--- src/rtl/adder_share_arbiter_if.sv ---
// rtl/adder_share_arbiter_if.sv - requester/consumer signal bundle for adder_share_arbiter
interface adder_share_arbiter_if #(
  parameter int NREQ  = 4,
  parameter int WIDTH = 8,
  parameter int IDW   = $clog2(NREQ)
);
  logic [NREQ-1:0]       req_valid;
  logic [NREQ-1:0]       req_ready;
  logic [NREQ*WIDTH-1:0] req_a;
  logic [NREQ*WIDTH-1:0] req_b;
  logic                  res_valid;
  logic                  res_ready;
  logic [WIDTH-1:0]      res_sum;
  logic                  res_carry;
  logic [IDW-1:0]        res_id;

  modport master (
    output req_valid, req_a, req_b, res_ready,
    input  req_ready, res_valid, res_sum, res_carry, res_id
  );

  modport slave (
    input  req_valid, req_a, req_b, res_ready,
    output req_ready, res_valid, res_sum, res_carry, res_id
  );
endinterface

--- src/rtl/adder_share_arbiter.sv ---
// rtl/adder_share_arbiter.sv - round-robin shared adder with a single-entry result register
// ADD_SHARE_FIXED_PRIO_EN selects lowest-index-wins priority instead of round-robin.
module adder_share_arbiter #(
  parameter int NREQ  = 4,
  parameter int WIDTH = 8,
  parameter int IDW   = $clog2(NREQ)
) (
  input logic                  clk,
  input logic                  rst,
  adder_share_arbiter_if.slave bus
);
  typedef enum logic {EMPTY = 1'b0, FULL = 1'b1} state_t;

  state_t           state_q, state_d;
  logic [WIDTH-1:0] sum_q, sum_d;
  logic             carry_q, carry_d;
  logic [IDW-1:0]   id_q, id_d;
  logic [IDW-1:0]   start_idx;
  logic [IDW-1:0]   win_idx;
  logic             found;
  logic             can_issue;
  logic             grant;
  logic [WIDTH:0]   win_total;

  // Index offset positions from base, wrapping modulo NREQ.
  function automatic logic [IDW-1:0] rr_index(input logic [IDW-1:0] base, input int offset);
    int s;
    s = int'(base) + offset;
    if (s >= NREQ) s = s - NREQ;
    return IDW'(s);
  endfunction

`ifdef ADD_SHARE_FIXED_PRIO_EN
  assign start_idx = '0;
`else
  logic [IDW-1:0] ptr_q, ptr_d;

  assign start_idx = ptr_q;

  always_comb begin
    ptr_d = ptr_q;
    if (grant) ptr_d = rr_index(win_idx, 1);
  end

  always_ff @(posedge clk) begin
    if (rst) ptr_q <= '0;
    else     ptr_q <= ptr_d;
  end
`endif

  always_comb begin
    found   = 1'b0;
    win_idx = '0;
    for (int k = 0; k < NREQ; k++) begin
      if (!found && bus.req_valid[rr_index(start_idx, k)]) begin
        found   = 1'b1;
        win_idx = rr_index(start_idx, k);
      end
    end
  end

  // A held result blocks new grants unless it is being accepted this cycle.
  assign can_issue = (state_q == EMPTY) || bus.res_ready;
  assign grant     = found && can_issue && !rst;
  assign win_total = {1'b0, bus.req_a[int'(win_idx)*WIDTH +: WIDTH]}
                   + {1'b0, bus.req_b[int'(win_idx)*WIDTH +: WIDTH]};

  always_comb begin
    bus.req_ready = '0;
    if (grant) bus.req_ready[win_idx] = 1'b1;
  end

  always_comb begin
    state_d = state_q;
    sum_d   = sum_q;
    carry_d = carry_q;
    id_d    = id_q;
    if (grant) begin
      state_d          = FULL;
      {carry_d, sum_d} = win_total;
      id_d             = win_idx;
    end else if (state_q == FULL && bus.res_ready) begin
      state_d = EMPTY;
    end
  end

  always_ff @(posedge clk) begin
    if (rst) begin
      state_q <= EMPTY;
      sum_q   <= '0;
      carry_q <= 1'b0;
      id_q    <= '0;
    end else begin
      state_q <= state_d;
      sum_q   <= sum_d;
      carry_q <= carry_d;
      id_q    <= id_d;
    end
  end

  assign bus.res_valid = (state_q == FULL);
  assign bus.res_sum   = sum_q;
  assign bus.res_carry = carry_q;
  assign bus.res_id    = id_q;
endmodule

--- src/flat_wrapper.sv ---
// flat-port wrapper written by rule: the top's interface ports become plain ports
module adder_share_arbiter_flat 
#(
  parameter int NREQ  = 4,
  parameter int WIDTH = 8,
  parameter int IDW   = $clog2(NREQ)
)
  (clk, rst, bus_req_valid, bus_req_a, bus_req_b, bus_res_ready, bus_req_ready, bus_res_valid, bus_res_sum, bus_res_carry, bus_res_id);
  adder_share_arbiter_if #(.NREQ(NREQ), .WIDTH(WIDTH), .IDW(IDW)) bus_i ();
  input logic clk;
  input logic rst;
  input wire logic [$bits(bus_i.req_valid)-1:0] bus_req_valid;
  input wire logic [$bits(bus_i.req_a)-1:0] bus_req_a;
  input wire logic [$bits(bus_i.req_b)-1:0] bus_req_b;
  input wire logic [$bits(bus_i.res_ready)-1:0] bus_res_ready;
  output wire logic [$bits(bus_i.req_ready)-1:0] bus_req_ready;
  output wire logic [$bits(bus_i.res_valid)-1:0] bus_res_valid;
  output wire logic [$bits(bus_i.res_sum)-1:0] bus_res_sum;
  output wire logic [$bits(bus_i.res_carry)-1:0] bus_res_carry;
  output wire logic [$bits(bus_i.res_id)-1:0] bus_res_id;
  assign bus_i.req_valid = bus_req_valid;
  assign bus_i.req_a = bus_req_a;
  assign bus_i.req_b = bus_req_b;
  assign bus_i.res_ready = bus_res_ready;
  assign bus_req_ready = bus_i.req_ready;
  assign bus_res_valid = bus_i.res_valid;
  assign bus_res_sum = bus_i.res_sum;
  assign bus_res_carry = bus_i.res_carry;
  assign bus_res_id = bus_i.res_id;
  adder_share_arbiter #(.NREQ(NREQ), .WIDTH(WIDTH), .IDW(IDW)) u_core (.clk(clk), .rst(rst), .bus(bus_i));
endmodule
--- config.mk ---
export PLATFORM = sky130hd
export DESIGN_NAME = adder_share_arbiter_flat
export DESIGN_NICKNAME = d
export VERILOG_FILES = /design/src/rtl/adder_share_arbiter_if.sv /design/src/rtl/adder_share_arbiter.sv /design/src/flat_wrapper.sv
export SDC_FILE = /design/constraint.sdc
export NUM_CORES = 1
export LEC_CHECK = 0
export CORE_MARGIN = 2
export CORE_UTILIZATION = 39
export DETAILED_ROUTE_END_ITERATION = 10
export GPL_TIMING_DRIVEN = 0
export PLACE_DENSITY = 0.82
export SYNTH_ARGS = -nofsm -noshare
export SYNTH_HDL_FRONTEND = slang
export SYNTH_SLANG_ARGS = --single-unit
--- constraint.sdc ---
create_clock -name clk -period 4.95 [get_ports clk]
set_input_delay 1.2375 -clock clk [delete_from_list [all_inputs] [get_ports clk]]
set_output_delay 1.2375 -clock clk [all_outputs]
set_load 0.02 [all_outputs]
==> flow_summary_export.csv <==
group,metric,value,unit
floorplan,coreArea,0.003716,sq mm
setup_path,criticalPathCategory,"in -> out",
route,drt_pass1_iterations,4,
route,wl_met2,2010,um
logic_synthesis,synth_area,0.001538,sq mm
cts,cts_tree,"built",
pwr,power_leakage,1.060,nW
pwr,power_frac_seq,19.1,%
sta,hold_violations,0,
route,wl_per_cell,13.39,um
cts,h-tree-depth,1,
grt,grt_pass1_wl,6768,um
grt,grt_pass1_vias,1570,
logic_synthesis,synth_edf_count,0,
grt,track_usage,19.58,%
sta,setup_viol,0,
pwr,power.share.clock,12.5,%
sta,fin_crit,4.765,ns
grt,grt_overflow,0,
logic_synthesis,synth-main-ff-cell,"dfxtp_1",
finish,diodes,0,
logic_synthesis,synth_seq_area_share,18.23,%
finish,drive_gt1_share,8.203,%
finish,nNetsFinal,341,
sta,fin_setup_tns,0,ns
route,wl_met1,1781,um
floorplan,die_h,66.79,um
setup_path,cp-end-kind,"output pin",
setup_path,worstPathArrival,3.53,ns
floorplan,start_util,41.38,%
pwr,comb_power_share,68.4,%
pwr,switchingPower,0.3527,mW
logic_synthesis,ys_ff_latch,14,
cts,cts_root_buffer,"clkbuf_8",
floorplan,die_w,66.79,um
run_status,status,"complete, no violations",
logic_synthesis,ys_async_sr_fraction,0,%
sta,fin_crit_sh,96.27,%
logic_synthesis,ys_types,37,
cts,clock_latency,0.25,ns
logic_synthesis,syn_avg_cell_area,9.263,sq um
flow_run,cap_violations,0,
cts,cts_sinks,14,
sta,fmax,209.9,MHz
grt,antenna_found_initial,0,
finish,syn_to_final_growth,64.20,%
finish,multi_input_area,0.001145,sq mm
floorplan,dieArea,0.004461,sq mm
finish,fill_cells,311,
placed_design,hpwl,3381,um
route,drt_wl_total,4072,um
cts,clockBufferDepth,2,
finish,seq_area,280.3,sq um
sta,drv_slew,0,
pwr,p_int,0.5299,mW
min_path,whs_path_depth,2,
logic_synthesis,ys_warn_count,0,
logic_synthesis,synth_fp_nets,250,
floorplan,rows,22,
floorplan,boundaryPins,87,
cts,cts_buffers,3,
cts,cts_setup_buffers,0,
route,via_per_inst,5.145,
route,ant_nets,0,
route,met3_length,252,um
sta,rsz0062_at_grt,"no",
pwr,cellPowerDensity,349.5,mW/mm^2
placed_design,port_buffers,86,
sta,holdWs,0.4617,ns
pwr,p_sw_share,39.96,%
cts,cts_hold_buf,0,
grt,grt_max_degree,12,
setup_path,worst-path-max-fanout,11,
logic_synthesis,synthCells,166,
sta,clock-skew-final,0.003152,ns
setup_path,cp_data_required_time,3.71,ns
cts,clkSlewWorstSetupHoldPaths,0.05,ns
min_path,hold_path.class,"reg -> reg",
sta,tightest_slew,0.3665,ns
setup_path,r2r_cells,14,
sta,relSlewSlack,75.57,%
route,drc,0,
placed_design,place.gp.congestion,0.7929,
route,drtIter0Drc,54,
pwr,ir_drop,0.0002229,V
setup_path,startpoint_type,"input port",
route,vias,1564,
route,top_layer_used,"met4",
## path summary, 6_finish.rpt
check,startpoint,to,slack (ns)
hold / removal,u_core.bus.res_sum[0]$_SDFFE_PP0P_,u_core.bus.res_sum[0]$_SDFFE_PP0P_,0.46
hold reg to reg,u_core.bus.res_sum[0]$_SDFFE_PP0P_,u_core.bus.res_sum[0]$_SDFFE_PP0P_,0.46
setup reg to reg,u_core.ptr_q[0]$_SDFFE_PP0P_,u_core.bus.res_sum[6]$_SDFFE_PP0P_,1.64
setup / recovery,bus_req_valid[0],bus_req_ready[0],0.18
## state kept, by name (all words and copies together), names as in the netlist
| signal | flops |
|---|---|
| u_core.bus.res_id | 2 |
| u_core.bus.res_valid | 1 |
| u_core.bus.res_carry | 1 |
| u_core.bus.res_sum | 8 |
| u_core.ptr_q | 2 |
## layout by cell type, fill, tap and decap left out, types with 4 or more instances in the layout
| cell type | count |
|---|---|
| buf_6 | 6 |
| a21oi_1 | 8 |
| o21ai_0 | 5 |
| nand3_1 | 7 |
| mux2i_1 | 49 |
| ha_1 | 12 |
| nor2_1 | 7 |
| dfxtp_1 | 14 |
| clkdlybuf4s50_1 | 85 |
| clkbuf_8 | 4 |
| and2_1 | 5 |
| nand2_1 | 10 |
| a211oi_1 | 5 |
## per-stage QoR
stage	instance area (sq um)	instances	util, %	power (mW)	worst slack, ns
6_report	2525	304	67.95	0.8826	0.1848
5_1_grt	2525	304	67.95	0.9586	0.007234
4_1_cts	2514	304	67.64	0.8903	0.09847
3_5_place_dp	2459	300	66.16	0.7751	0.1008
3_3_place_gp	2459	300	66.16	0.7678	0.1190
2_1_floorplan	1538	166	-	0.5766	1.095
## synthesized netlist by cell type, types with 2 or more instances
cell / instances / area share, %
nor2_1: 7 / 1.7
a21oi_1: 8 / 2.6
mux2i_1: 49 / 32
inv_1: 3 / 0.73
dfxtp_1: 14 / 18
o21ai_0: 5 / 1.6
nand3_1: 7 / 2.3
nand2_1: 10 / 2.4
buf_6: 6 / 4.4
nor4_2: 3 / 2.4
xor2_1: 2 / 1.1
nor3_1: 3 / 0.98
a21o_1: 2 / 0.98
a31o_2: 2 / 1.1
and2_1: 5 / 2.0
nor2b_1: 2 / 0.81
a211oi_1: 5 / 2.4
o21ai_1: 3 / 0.98
ha_1: 12 / 9.8
## power by group through the flow
stage / Combinational, mW / Clock, mW / Sequential [mW]
2_1_floorplan: 0.372 / 0 / 0.204
3_3_place_gp: 0.597 / 0 / 0.171
3_5_place_dp: 0.605 / 0 / 0.170
4_1_cts: 0.608 / 0.114 / 0.169
5_1_grt: 0.665 / 0.122 / 0.172
6_report: 0.603 / 0.111 / 0.169
## repair_timing
action,in CTS,in global routing
endpoints found under the hold margin,0,0
endpoints found under the setup margin,0,2
resized for setup,0,2
## cell type report
type / count / share of cell area, %
inverters: 4 / 0.5946
clock buffers: 4 / 2.180
multi-input cells: 139 / 45.34
plain buffers: 9 / 4.212
well taps: 48 / 2.379
repair buffers: 86 / 34.19
flip-flops and latches: 14 / 11.10
## cells by family after synthesis
group           after synthesis  synth area share [%]
fa+ha+maj                    13                 11.07
xor+xnor                      3                 1.709
flops                        14                 18.23
compound gates               32                 14.00
mux                          49                 31.90
simple gates                 42                 15.22
buf+inv                      13                 7.892
## routing by layer
metal  vias up  track usage (%)
li1        796                -
met1       710            23.29
met2        54            36.75
met3         4            3.885
met4         0            2.551
met5         -                0
## worst max-delay path, stage by stage
cell and delay [ns]:
clkdlybuf4s50_1 0.49, nand2_1 0.15, a21oi_2 0.08, nor4_2 0.29, buf_6 0.21, buf_12 0.16
inv_1 0.06, ha_1 0.18, and2_1 0.13, clkdlybuf4s50_1 0.53
No activity file was read; power rests on OpenSTA's default activity.
